**src/rtl/lsu_mem_master.sv**
```systemverilog
// lsu_mem_master: load/store initiator for a 32-bit word-addressed data memory.
//
// The memory has a combinational read, a synchronous write and a single
// full-word write enable. Byte/halfword stores therefore go through a
// read-modify-write sequence (READ then WRITE). Loads are sign- or
// zero-extended from the selected lane.
//
// Handshake: a request is accepted on a rising edge where req_valid and
// req_ready are both high. req_ready is high only in IDLE, and req_* inputs
// are ignored in every other state. rsp_valid is a one-cycle pulse with
// rsp_rdata / rsp_error valid in the same cycle; there is no back-pressure
// on the response.
//
// Optional build macro: LSU_BOUNDS_CHECK_EN. When defined, a request with
// req_addr >= MEM_BYTES is answered with an error and no memory access.
// When undefined, the address passes through and the memory aliases.
//
// Ports:
//   clk, reset                 clock, synchronous active-high reset
//   req_valid/ready/we/funct3  request handshake and decode (RV32I funct3)
//   req_addr, req_wdata        byte address, store data (low bytes for SB/SH)
//   rsp_valid/rdata/error      one-cycle response
//   mem_address/wdata/we       word access to memory ({addr[31:2],2'b00})
//   mem_rdata                  combinational memory read data
//   dbg_state                  current FSM state (IDLE=0 READ=1 WRITE=2 RESP=3)

module lsu_mem_master #(
  parameter int unsigned MEM_BYTES = 16384
) (
  input  logic        clk,
  input  logic        reset,
  input  logic        req_valid,
  output logic        req_ready,
  input  logic        req_we,
  input  logic [2:0]  req_funct3,
  input  logic [31:0] req_addr,
  input  logic [31:0] req_wdata,
  output logic        rsp_valid,
  output logic [31:0] rsp_rdata,
  output logic        rsp_error,
  output logic [31:0] mem_address,
  output logic [31:0] mem_wdata,
  input  logic [31:0] mem_rdata,
  output logic        mem_we,
  output logic [1:0]  dbg_state
);

  typedef enum logic [1:0] {
    IDLE  = 2'd0,
    READ  = 2'd1,
    WRITE = 2'd2,
    RESP  = 2'd3
  } state_t;

  state_t state, state_n;

  logic [31:0] addr_q;
  logic        we_q;
  logic [2:0]  f3_q;
  logic [15:0] wdata_q;    // only the SB/SH lanes are ever needed after accept
  logic [31:0] wbuf_q;
  logic [31:0] rdata_q;
  logic        error_q;

  // ---------------- request decode (used in IDLE only) ----------------
  logic misaligned, illegal_f3, addr_oor, bounds_err, req_err;

  always_comb begin
    misaligned = 1'b0;
    case (req_funct3[1:0])
      2'd1:    misaligned = req_addr[0];
      2'd2:    misaligned = |req_addr[1:0];
      default: misaligned = 1'b0;
    endcase
  end

  assign illegal_f3 = req_we ? (req_funct3 >= 3'd3)
                             : (req_funct3 == 3'd3 || req_funct3 == 3'd6 ||
                                req_funct3 == 3'd7);

  assign addr_oor = (req_addr >= 32'(MEM_BYTES));

`ifdef LSU_BOUNDS_CHECK_EN
  assign bounds_err = addr_oor;
`else
  // Range is still computed so both builds share one decode; this build
  // ignores it and lets the memory alias.
  assign bounds_err = 1'b0 && addr_oor;
`endif

  assign req_err = misaligned || illegal_f3 || bounds_err;

  // ---------------- READ-cycle datapath ----------------
  logic [31:0] shifted, load_data, merged;

  assign shifted = mem_rdata >> {addr_q[1:0], 3'b000};

  always_comb begin
    load_data = shifted;
    case (f3_q)
      3'd0:    load_data = {{24{shifted[7]}}, shifted[7:0]};
      3'd1:    load_data = {{16{shifted[15]}}, shifted[15:0]};
      3'd4:    load_data = {24'd0, shifted[7:0]};
      3'd5:    load_data = {16'd0, shifted[15:0]};
      default: load_data = mem_rdata;
    endcase
  end

  // Merge store lanes into the word just read; other bytes are preserved.
  always_comb begin
    merged = mem_rdata;
    if (f3_q[1:0] == 2'd0)
      merged[{addr_q[1:0], 3'b000} +: 8] = wdata_q[7:0];
    else
      merged[{addr_q[1], 4'b0000} +: 16] = wdata_q;
  end

  // ---------------- FSM: state register ----------------
  always_ff @(posedge clk) begin
    if (reset) state <= IDLE;
    else       state <= state_n;
  end

  // ---------------- FSM: next state ----------------
  always_comb begin
    state_n = state;
    case (state)
      IDLE: begin
        if (req_valid) begin
          if (req_err)                          state_n = RESP;
          else if (req_we && req_funct3 == 3'd2) state_n = WRITE;
          else                                  state_n = READ;
        end
      end
      READ:    state_n = we_q ? WRITE : RESP;
      WRITE:   state_n = RESP;
      RESP:    state_n = IDLE;
      default: state_n = IDLE;
    endcase
  end

  // ---------------- FSM: outputs ----------------
  always_comb begin
    req_ready   = (state == IDLE);
    rsp_valid   = (state == RESP);
    // Reset during WRITE suppresses the write combinationally.
    mem_we      = (state == WRITE) && !reset;
    mem_address = (state == IDLE) ? 32'd0 : {addr_q[31:2], 2'b00};
  end

  assign rsp_rdata = rdata_q;
  assign rsp_error = error_q;
  assign mem_wdata = wbuf_q;
  assign dbg_state = state;

  // ---------------- registered datapath ----------------
  always_ff @(posedge clk) begin
    if (reset) begin
      addr_q  <= 32'd0;
      we_q    <= 1'b0;
      f3_q    <= 3'd0;
      wdata_q <= 16'd0;
      wbuf_q  <= 32'd0;
      rdata_q <= 32'd0;
      error_q <= 1'b0;
    end else begin
      case (state)
        IDLE: begin
          if (req_valid) begin
            addr_q  <= req_addr;
            we_q    <= req_we;
            f3_q    <= req_funct3;
            wdata_q <= req_wdata[15:0];
            rdata_q <= 32'd0;
            error_q <= req_err;
            if (!req_err && req_we && req_funct3 == 3'd2) wbuf_q <= req_wdata;
          end
        end
        READ: begin
          if (we_q) wbuf_q  <= merged;
          else      rdata_q <= load_data;
        end
        RESP: begin
          rdata_q <= 32'd0;
          error_q <= 1'b0;
        end
        default: ;
      endcase
    end
  end

endmodule

```
**config.mk**
```make
export PLATFORM = sky130hd
export DESIGN_NAME = lsu_mem_master
export DESIGN_NICKNAME = d
export VERILOG_FILES = /design/src/rtl/lsu_mem_master.sv
export SDC_FILE = /design/constraint.sdc
export NUM_CORES = 1
export LEC_CHECK = 0
export BUFFER_PORTS_ARGS = -buffer_cell sky130_fd_sc_hd__buf_2
export CAP_MARGIN = 20
export CORE_AREA = 2 2 114 116
export CTS_BUF_LIST = sky130_fd_sc_hd__clkbuf_16
export CTS_CLUSTER_DIAMETER = 80
export CTS_CLUSTER_SIZE = 24
export DETAILED_ROUTE_END_ITERATION = 10
export DIE_AREA = 0 0 116 118
export PLACE_DENSITY = 0.76
export SYNTH_ARGS = -nofsm -noshare
export SYNTH_HDL_FRONTEND = slang
export SYNTH_SLANG_ARGS = --single-unit
```
**constraint.sdc**
```tcl
create_clock -name clk -period 2.9 [get_ports clk]
set_input_delay 0.145 -clock clk [delete_from_list [all_inputs] [get_ports clk]]
set_output_delay 0.145 -clock clk [all_outputs]
set_load 0.01 [all_outputs]
```
==> flow_summary.json, run 1 <==
{
  "yosys.area.top_type_share_pct": 38.16,
  "drt_iter0_markers": 827,
  "slowest_stage": "nor2_1",
  "ys_types": 49,
  "grt_pass1_vias": 6483,
  "vias": 6927,
  "synth_compound_area_share_pct": 27.12,
  "clock_sinks": 119,
  "async_flop_share_pct": 0,
  "cp-start-kind": "register",
  "place_ws_ns": 0.3455,
  "rows": 41,
  "synth_commonest_cells": "130 x nand2_1, 119 x dfxtp_1, 108 x a21oi_1, 45 x clkbuf_1, 41 x nor2b_1",
  "drive_gt1_share_pct": 28.13,
  "track_usage_pct": 30.91,
  "path_cells": "inv_1 > ha_1 > a21oi_4 > nand2b_1 > buf_4 > nor2_1 > a221o_1",
  "drt_wl_total_um": 21370,
  "p_per_area_mw_per_mm2": 945.0,
  "synth_seq_cells": 119,
  "antenna_left": 0,
  "die_area_mm2": 0.01369,
  "dieWidth_um": 116,
  "synth.area.top_cells": "dfxtp_1 38%, a21oi_1 8.7%, nand2_1 7.8%",
  "finalSetupViolCount": 0,
  "synthFlopType": "dfxtp_1",
  "ys_warn_count": 0,
  "synth_xor_area_share_pct": 0,
  "hold_path_class": "in2reg",
  "placedCellCount": 1098,
  "ir_drop_mv": 0.6159,
  "arrival_ns": 2.98,
  "io_pins": 205,
  "post_drt_wl_per_cell_um": 18.14,
  "numCtsBuffers": 17,
  "worst_pin_slew_ns": 1.099,
  "syn2layout_area_growth_pct": 35.26,
  "die_h_um": 118,
  "initial_utilization_pct": 50.28,
  "gp_congestion": 0.9416,
  "hold_viol_final": 0,
  "required_ns": 3.26,
  "postSynthAreaPerCell_um2": 8.117,
  "setup_ws_ns": 0.2844,
  "critical-path-max-stage-delay_ns": 0.83,
  "cp_max_fo": 16,
  "path_buf_inv": 2,
  "status": "complete, no violations",
  "slew_violations": 0,
  "synth-simple-area-share_pct": 20.12,
  "dp_hpwl_um": 14100,
  "layout.cells.non_filler": 1178,
  "post_cts_buffers": 0,
  "rsz0062_at_grt": "no",
  "netlist_area_mm2": 0.006242,
  "cts_max_level": 4,
  "final.period_utilization_pct": 90.19,
  "diodes": 0,
  "synthCells": 769,
  "synthAdderAreaFrac_pct": 2.405,
  "drc": 0,
  "final.fill_count": 1053,
  "leakagePower_nw": 3.614,
  "portBuffers": 202,
  "core_area_mm2": 0.01241,
  "antenna_found_initial": 0,
  "via_per_inst": 5.880,
  "postCtsResizedCells": 0,
  "root_buffer": "clkbuf_16",
  "clock_path_buffers": 2,
  "hold_buffers": 48,
  "period_needed_ns": 2.616,
  "end_kind": "register",
  "clock_latency_ns": 0.43,
  "grt_max_degree": 77,
  "max_clock_freq_ghz": 0.3823,
  "synth_top_family_by_area": "compound AO/OA/AOI/OAI gates",
  "synth_edf_count": 0,
  "yosysMostFrequentCell": "nand2_1",
  "ys_seq_area_share_pct": 38.16,
  "critical_path_class": "reg2reg",
  "clkTransAtPathRegs_ns": 0.05,
  "grt_pass1_wl_um": 33110,
  "slew_headroom_pct": 26.45,
  "fin_setup_tns_ns": 0,
  "hold-worst-slack_ns": 0.01044,
  "grt_overflow": 0,
  "path_delay_family": "simple AND/OR/NAND/NOR gates",
  "dr.pass1.iters": 6,
  "nets": 1108,
  "synth.largest_area_cell": "dfxtp_1",
  "maxCapViolations": 0,
  "clock_skew_ns": 0.006017,
  "synth.area.mux_share_pct": 6.133,
  "cts_tree": "built"
}
routing by layer:
| layer | global-route usage, % | vias up | part of all wire (%) |
|---|---|---|---|
| met5 | 0 | - | 0 |
| met4 | 15.77 | 0 | 4.7 |
| met3 | 7.621 | 73 | 9.2 |
| met2 | 48.10 | 390 | 46 |
| met1 | 39.38 | 3203 | 40 |
| li1 | - | 3261 | - |
per-stage QoR:
step / cell area, um^2 / total power, mW / util [%]
after floorplan: 6246 / 4.646 / -
after global placement: 7343 / 5.672 / 59.15
after detailed placement: 7371 / 5.742 / 59.37
after CTS: 8443 / 7.931 / 68.01
after global routing: 8443 / 8.443 / 68.01
final: 8443 / 7.978 / 68.01
cells by family (layout without fill, tap and decap cells):
family,after synthesis,in the layout
muxes,34,34
buffers and inverters,84,320
and+or+nand+nor,255,255
DFF,119,119
AOI/OAI and AO/OA,264,264
other,1,2
adders and majority gates,12,12
worst min-delay path, delay by kind of cell:
family | cells | cell delay (ns)
AOI/OAI and AO/OA | 1 | 0.05
buffers and inverters | 1 | 0.13
and+or+nand+nor | 1 | 0.06
path summary, 6_finish.rpt:
path	startpoint	slack, ns	end	depth (start not counted)
max	dbg_state[0]$_SDFFE_PP0P_	0.28	rsp_rdata[26]$_SDFFE_PP0P_	7
min	req_funct3[2]	0.01	f3_q[2]$_SDFFE_PP0P_	3
max reg2reg	dbg_state[0]$_SDFFE_PP0P_	0.28	rsp_rdata[26]$_SDFFE_PP0P_	7
min reg2reg	addr_q[10]$_SDFFE_PP0P_	0.45	addr_q[10]$_SDFFE_PP0P_	2
state kept, by name, summed over array words and instances, names as in the netlist:
| name | flops |
|---|---|
| addr_q | 32 |
| mem_wdata | 32 |
| rsp_rdata | 32 |
| wdata_q | 16 |
| f3_q | 3 |
| dbg_state | 2 |
| rsp_error | 1 |
| we_q | 1 |
layout by cell type, fill, tap and decap left out, types with 7 or more instances in the layout:
cell / Yosys / routed
clkbuf_16: 0 / 17
mux2i_1: 9 / 9
inv_1: 12 / 13
nor3_1: 8 / 8
nand3_1: 7 / 7
nor2b_1: 41 / 41
buf_2: 14 / 202
a221oi_1: 32 / 32
dlygate4sd3_1: 0 / 48
mux2_2: 19 / 19
nand2_1: 130 / 129
a211oi_1: 9 / 9
dfxtp_1: 119 / 118
clkinv_1: 3 / 9
o22ai_1: 29 / 29
a221o_1: 16 / 16
o31ai_1: 7 / 7
o21ai_0: 40 / 40
nor2_1: 30 / 29
ha_1: 12 / 12
a21oi_1: 108 / 108
or4_1: 25 / 25
o221ai_1: 7 / 7
buf_4: 5 / 20
where the power goes:
group	leakage, nW	switching [mW]	internal, mW
sequential	0.972	0.295	2.09
clock	0.296	0.729	1.40
combinational	2.35	2.15	1.31
cell type report:
| cell class | count | area, um^2 | area share (%) |
|---|---|---|---|
| Inverter | 16 | 60.06 | 0.7113 |
| Multi-Input combinational cell | 567 | 3503 | 41.49 |
| Clock buffer | 17 | 425.4 | 5.039 |
| Sequential cell | 119 | 2384 | 28.23 |
| Tap cell | 172 | 215.2 | 2.549 |
| Clock inverter | 15 | 166.4 | 1.971 |
| Timing Repair Buffer | 272 | 1689 | 20.01 |
(Power assumes the default switching activity.)
==> run 2, diff against run 1 <==
PLACE_DENSITY = 0.79   (was 0.76)
==> flow_summary.json, run 2 (synthesis results as in run 1) <==
{
  "status": "complete, no violations",
  "track_usage_pct": 31.05,
  "reg2reg_depth": 8,
  "slew_headroom_pct": 52.33,
  "finalSetupViolCount": 0,
  "numCtsBuffers": 17,
  "layout_commonest_cell": "buf_2",
  "antenna_found_initial": 0,
  "slew_violations": 0,
  "dieWidth_um": 116,
  "path_delay_family": "buffers and inverters",
  "worst_pin_slew_ns": 0.7150,
  "path_cells": "inv_1 > ha_1 > buf_4 > o21ai_2 > buf_4 > o22ai_1 > or4_1 > a21oi_1",
  "fin_setup_tns_ns": 0,
  "die_area_mm2": 0.01369,
  "die_h_um": 118,
  "grt_pass1_vias": 6589,
  "grt_max_degree": 67,
  "maxCapViolations": 0,
  "seqPwrFrac_pct": 30.3,
  "vias": 6900,
  "drive_gt1_share_pct": 28.30,
  "clkTransAtPathRegs_ns": 0.05,
  "r2r_setup_slack_ns": 0.54,
  "end_kind": "register",
  "arrival_ns": 2.72,
  "swShare_pct": 40.12,
  "postCtsResizedCells": 0,
  "nets": 1109,
  "ir_drop_mv": 0.7870,
  "cts_max_level": 4,
  "p_per_area_mw_per_mm2": 937.4,
  "power_switching_mw": 3.170,
  "io_pins": 205,
  "grt_overflow": 0,
  "syn2layout_area_growth_pct": 35.02,
  "dr.pass1.iters": 6,
  "leakagePower_nw": 3.614,
  "cts_tree": "built",
  "hold_viol_final": 0,
  "core_area_mm2": 0.01241,
  "grt_pass1_wl_um": 33280,
  "path_buf_inv": 3,
  "comb_power_share_pct": 43.6,
  "hold_path_class": "in2reg",
  "portBuffers": 202,
  "via_per_inst": 5.852,
  "p_int_mw": 4.731,
  "clock_skew_ns": 0.005342,
  "critical-path-max-stage-delay_ns": 0.48,
  "clock_latency_ns": 0.43,
  "period_needed_ns": 2.361,
  "drt_iter0_markers": 841,
  "diodes": 0,
  "slowest_stage": "or4_1",
  "crit_end": "mem_wdata[30]$_SDFFE_PP0P_",
  "gp_congestion": 0.9227,
  "setup_ws_ns": 0.5388,
  "place_ws_ns": 0.5920,
  "critical_path_class": "reg2reg",
  "final.period_utilization_pct": 81.42,
  "post_drt_wl_per_cell_um": 18.04,
  "power_frac_clock_pct": 26.1,
  "drt_wl_total_um": 21270,
  "dp_hpwl_um": 14240,
  "most-common-layout-cells": "202 x buf_2, 129 x nand2_1, 118 x dfxtp_1",
  "rr_startpoint": "dbg_state[1]$_SDFFE_PP0P_",
  "rsz0062_at_grt": "no",
  "root_buffer": "clkbuf_16",
  "reg2reg_to": "mem_wdata[30]$_SDFFE_PP0P_",
  "cp-start-kind": "register",
  "cp_max_fo": 19,
  "initial_utilization_pct": 50.28,
  "clock_sinks": 119,
  "required_ns": 3.25,
  "cp_common_cell": "buf_4",
  "critPathLaunch": "dbg_state[1]$_SDFFE_PP0P_",
  "crit_cells": 8,
  "drc": 0,
  "post_cts_buffers": 0,
  "rows": 41,
  "antenna_left": 0,
  "hold_buffers": 48,
  "clock_path_buffers": 2,
  "max_clock_freq_ghz": 0.4235
}
run 2: changes by cell type in the layout (fill, tap and decap cells not counted), sizes merged:
| cell | change |
|---|---|
| clkinv | -2 |
| clkinvlp | +1 |
| bufinv | -1 |
| clkbuf | +1 |
| inv | +2 |
run 2: area by class of cell:
class	instances	area, um^2
fill	1015	3986
multi-input combinational	567	3503
sequential	119	2384
timing repair buffer	273	1695
clock buffer	17	425.4
tap	172	215.2
clock inverter	15	145.1
inverter	16	60.06
run 2: through the flow:
step | std cells | instance area, um^2 | hold WS, ns | utilization, % | power (mW)
after global routing | 1179 | 8428 | 0.03253 | 67.89 | 8.375
after floorplan | 770 | 6246 | 0.2810 | - | 4.646
final | 1179 | 8428 | 0.01254 | 67.89 | 7.901
after CTS | 1178 | 8414 | 0.002136 | 67.78 | 7.858
after global placement | 1098 | 7363 | 0.3856 | 59.31 | 5.711
after detailed placement | 1098 | 7363 | 0.3909 | 59.31 | 5.753
run 2: worst min path at each step:
stage	start	end	slack, ns	cells after the start
floorplan	req_addr[10]	addr_q[10]$_SDFFE_PP0P_	0.28	2
global placement	req_addr[31]	addr_q[31]$_SDFFE_PP0P_	0.39	3
detailed placement	req_addr[17]	addr_q[17]$_SDFFE_PP0P_	0.39	3
CTS	req_funct3[2]	f3_q[2]$_SDFFE_PP0P_	0.002	3
global route	mem_rdata[21]	rsp_rdata[21]$_SDFFE_PP0P_	0.03	2
finish	req_funct3[2]	f3_q[2]$_SDFFE_PP0P_	0.01	3
run 2: power groups by stage:
stage	Clock [mW]	Combinational, mW	Sequential [mW]
2_1_floorplan	0	2.16	2.48
3_3_place_gp	0	3.31	2.40
3_5_place_dp	0	3.34	2.41
4_1_cts	2.07	3.41	2.38
5_1_grt	2.15	3.79	2.43
6_report	2.06	3.45	2.39
run 2: metal layers:
| layer | up-vias | share of wire, % | GRT usage [%] |
|---|---|---|---|
| met5 | - | 0 | 0 |
| met4 | 0 | 4.2 | 15.33 |
| met3 | 74 | 10 | 9.732 |
| met2 | 391 | 46 | 48.83 |
| met1 | 3161 | 40 | 38.05 |
| li1 | 3274 | - | - |
run 2: tightest hold or removal path: stages:
cell     delay, ns
buf_2         0.13
nand2_1       0.06
a21oi_1       0.05
==> run 3, diff against run 2 <==
CORE_AREA = 2 2 120 122   (was 2 2 114 116)
DIE_AREA = 0 0 122 124   (was 0 0 116 118)
PLACE_DENSITY = 0.75   (was 0.79)
clock period = 2.1 ns   (was 2.9 ns; I/O delays follow)
==> flow_summary.json, run 3 (synthesis results as in run 1) <==
{
  "hold_path_class": "in2reg",
  "numCtsBuffers": 17,
  "grt_pass1_vias": 6840,
  "root_buffer": "clkbuf_16",
  "core_area_mm2": 0.01372,
  "initial_utilization_pct": 45.50,
  "setup_ws_ns": 0.06361,
  "clock_latency_ns": 0.42,
  "ir_drop_mv": 0.6838,
  "grt_pass1_wl_um": 34850,
  "place_area_mm2": 0.007676,
  "cp_max_fo": 18,
  "slew_violations": 0,
  "grt_max_degree": 83,
  "cts_tree": "built",
  "rsz0062_at_grt": "no",
  "clock_path_buffers": 2,
  "period_needed_ns": 2.036,
  "totalPowerFinal_mw": 11.33,
  "fin_util_pct": 64.92,
  "place_ws_ns": -0.1390,
  "die_h_um": 124,
  "end_kind": "register",
  "diodes": 0,
  "path_cells": "inv_2 > ha_4 > buf_4 > buf_8 > o21ai_4 > clkbuf_16 > o22ai_1 > or4_1 > a21oi_1",
  "clock_skew_ns": 0.006542,
  "drt_wl_total_um": 23380,
  "placedCellCount": 1134,
  "drive_gt1_share_pct": 31.61,
  "slowest_stage": "or4_1",
  "leakagePower_nw": 3.824,
  "reg2reg_depth": 9,
  "syn2layout_area_growth_pct": 42.67,
  "hold-worst-slack_ns": 0.02646,
  "required_ns": 2.43,
  "layout.cells.non_filler": 1224,
  "status": "complete, no violations",
  "cp-start-kind": "register",
  "critical_path_class": "reg2reg",
  "max_clock_freq_ghz": 0.4911,
  "layout_commonest_cell": "buf_2",
  "rows": 43,
  "post_drt_wl_per_cell_um": 19.10,
  "vias": 7134,
  "portBuffers": 202,
  "drc": 0,
  "min_path_cells": 2,
  "most-common-layout-cells": "202 x buf_2, 129 x nand2_1, 115 x dfxtp_1",
  "clock_sinks": 119,
  "dieWidth_um": 122,
  "track_usage_pct": 29.90,
  "io_pins": 205,
  "reg2reg_to": "mem_wdata[31]$_SDFFE_PP0P_",
  "die_area_mm2": 0.01513,
  "p_per_area_mw_per_mm2": 1272,
  "drt_iter0_markers": 824,
  "slew_headroom_pct": 40.67,
  "fin_area_mm2": 0.008906,
  "dr.pass1.iters": 7,
  "clkTransAtPathRegs_ns": 0.05,
  "fin_setup_tns_ns": 0,
  "final.fill_count": 1147,
  "arrival_ns": 2.37,
  "maxCapViolations": 0,
  "finalSetupViolCount": 0,
  "gp_congestion": 0.9624,
  "final.period_utilization_pct": 96.97,
  "critical-path-max-stage-delay_ns": 0.50,
  "cts_max_level": 4,
  "dp_hpwl_um": 15450,
  "whs_endpoint": "rsp_rdata[16]$_SDFFE_PP0P_",
  "antenna_left": 0,
  "grt_overflow": 0,
  "hold_viol_final": 0,
  "via_per_inst": 5.828,
  "antenna_found_initial": 0,
  "rr_startpoint": "dbg_state[1]$_SDFFE_PP0P_",
  "r2r_setup_slack_ns": 0.06,
  "worst_pin_slew_ns": 0.8899,
  "nets": 1149,
  "min-delay-start": "mem_rdata[16]"
}
==> run 3: cell type report <==
cell class                      instances  area (um^2)  share of cell area [%]
Clock buffer                           17        425.4                   4.777
Inverter                               16        67.56                  0.7586
Sequential cell                       119         2390                   26.83
Tap cell                              180        225.2                   2.529
Multi-Input combinational cell        568         3605                   40.47
Timing Repair Buffer                  312         2120                   23.80
Clock inverter                         12        73.82                  0.8289
==> run 3: timing repair <==
item | in CTS | in global routing
gates cloned | 0 | 4
hold buffers | 55 | 0
hold endpoints to repair | 55 | 0
endpoints found under the setup margin | 32 | 48
pin swaps | 1 | 3
buffers inserted | 1 | 1
gates resized for setup | 3 | 20
==> run 3: routing by layer <==
| metal | GRT usage [%] | wire length, um |
|---|---|---|
| met5 | 0 | 0 |
| met4 | 13.65 | 1032 |
| met3 | 9.570 | 2565 |
| met2 | 49.76 | 10960 |
| met1 | 35.20 | 8824 |
==> run 3: power breakdown <==
part | switching [mW] | leakage [nW] | internal (mW) | total (mW)
clock network | 0.947 | 0.257 | 1.55 | 2.50
registers | 0.407 | 0.973 | 2.89 | 3.30
logic | 3.22 | 2.59 | 2.31 | 5.53
total | 4.57 | 3.82 | 6.76 | 11.3
==> run 3: critical path, delay by kind of cell (launching register included) <==
family | cells | cell delay [ns]
compound gates | 3 | 0.38
flops | 1 | 0.33
fa+ha+maj | 1 | 0.16
buf+inv | 4 | 0.56
simple gates | 1 | 0.50
==> run 3: worst max path at each step <==
stage / from / end / slack [ns]
after CTS: dbg_state[1]$_SDFFE_PP0P_ / mem_wdata[2]$_SDFFE_PP0P_ / -0.03
after global routing: dbg_state[1]$_SDFFE_PP0P_ / mem_wdata[9]$_SDFFE_PP0P_ / 0.02
after global placement: dbg_state[0]$_SDFFE_PP0P_ / mem_wdata[26]$_SDFFE_PP0P_ / -0.19
after floorplan: addr_q[1]$_SDFFE_PP0P_ / mem_wdata[10]$_SDFFE_PP0P_ / 0.008
after detailed placement: dbg_state[0]$_SDFFE_PP0P_ / rsp_rdata[16]$_SDFFE_PP0P_ / -0.14
final: dbg_state[1]$_SDFFE_PP0P_ / mem_wdata[31]$_SDFFE_PP0P_ / 0.06
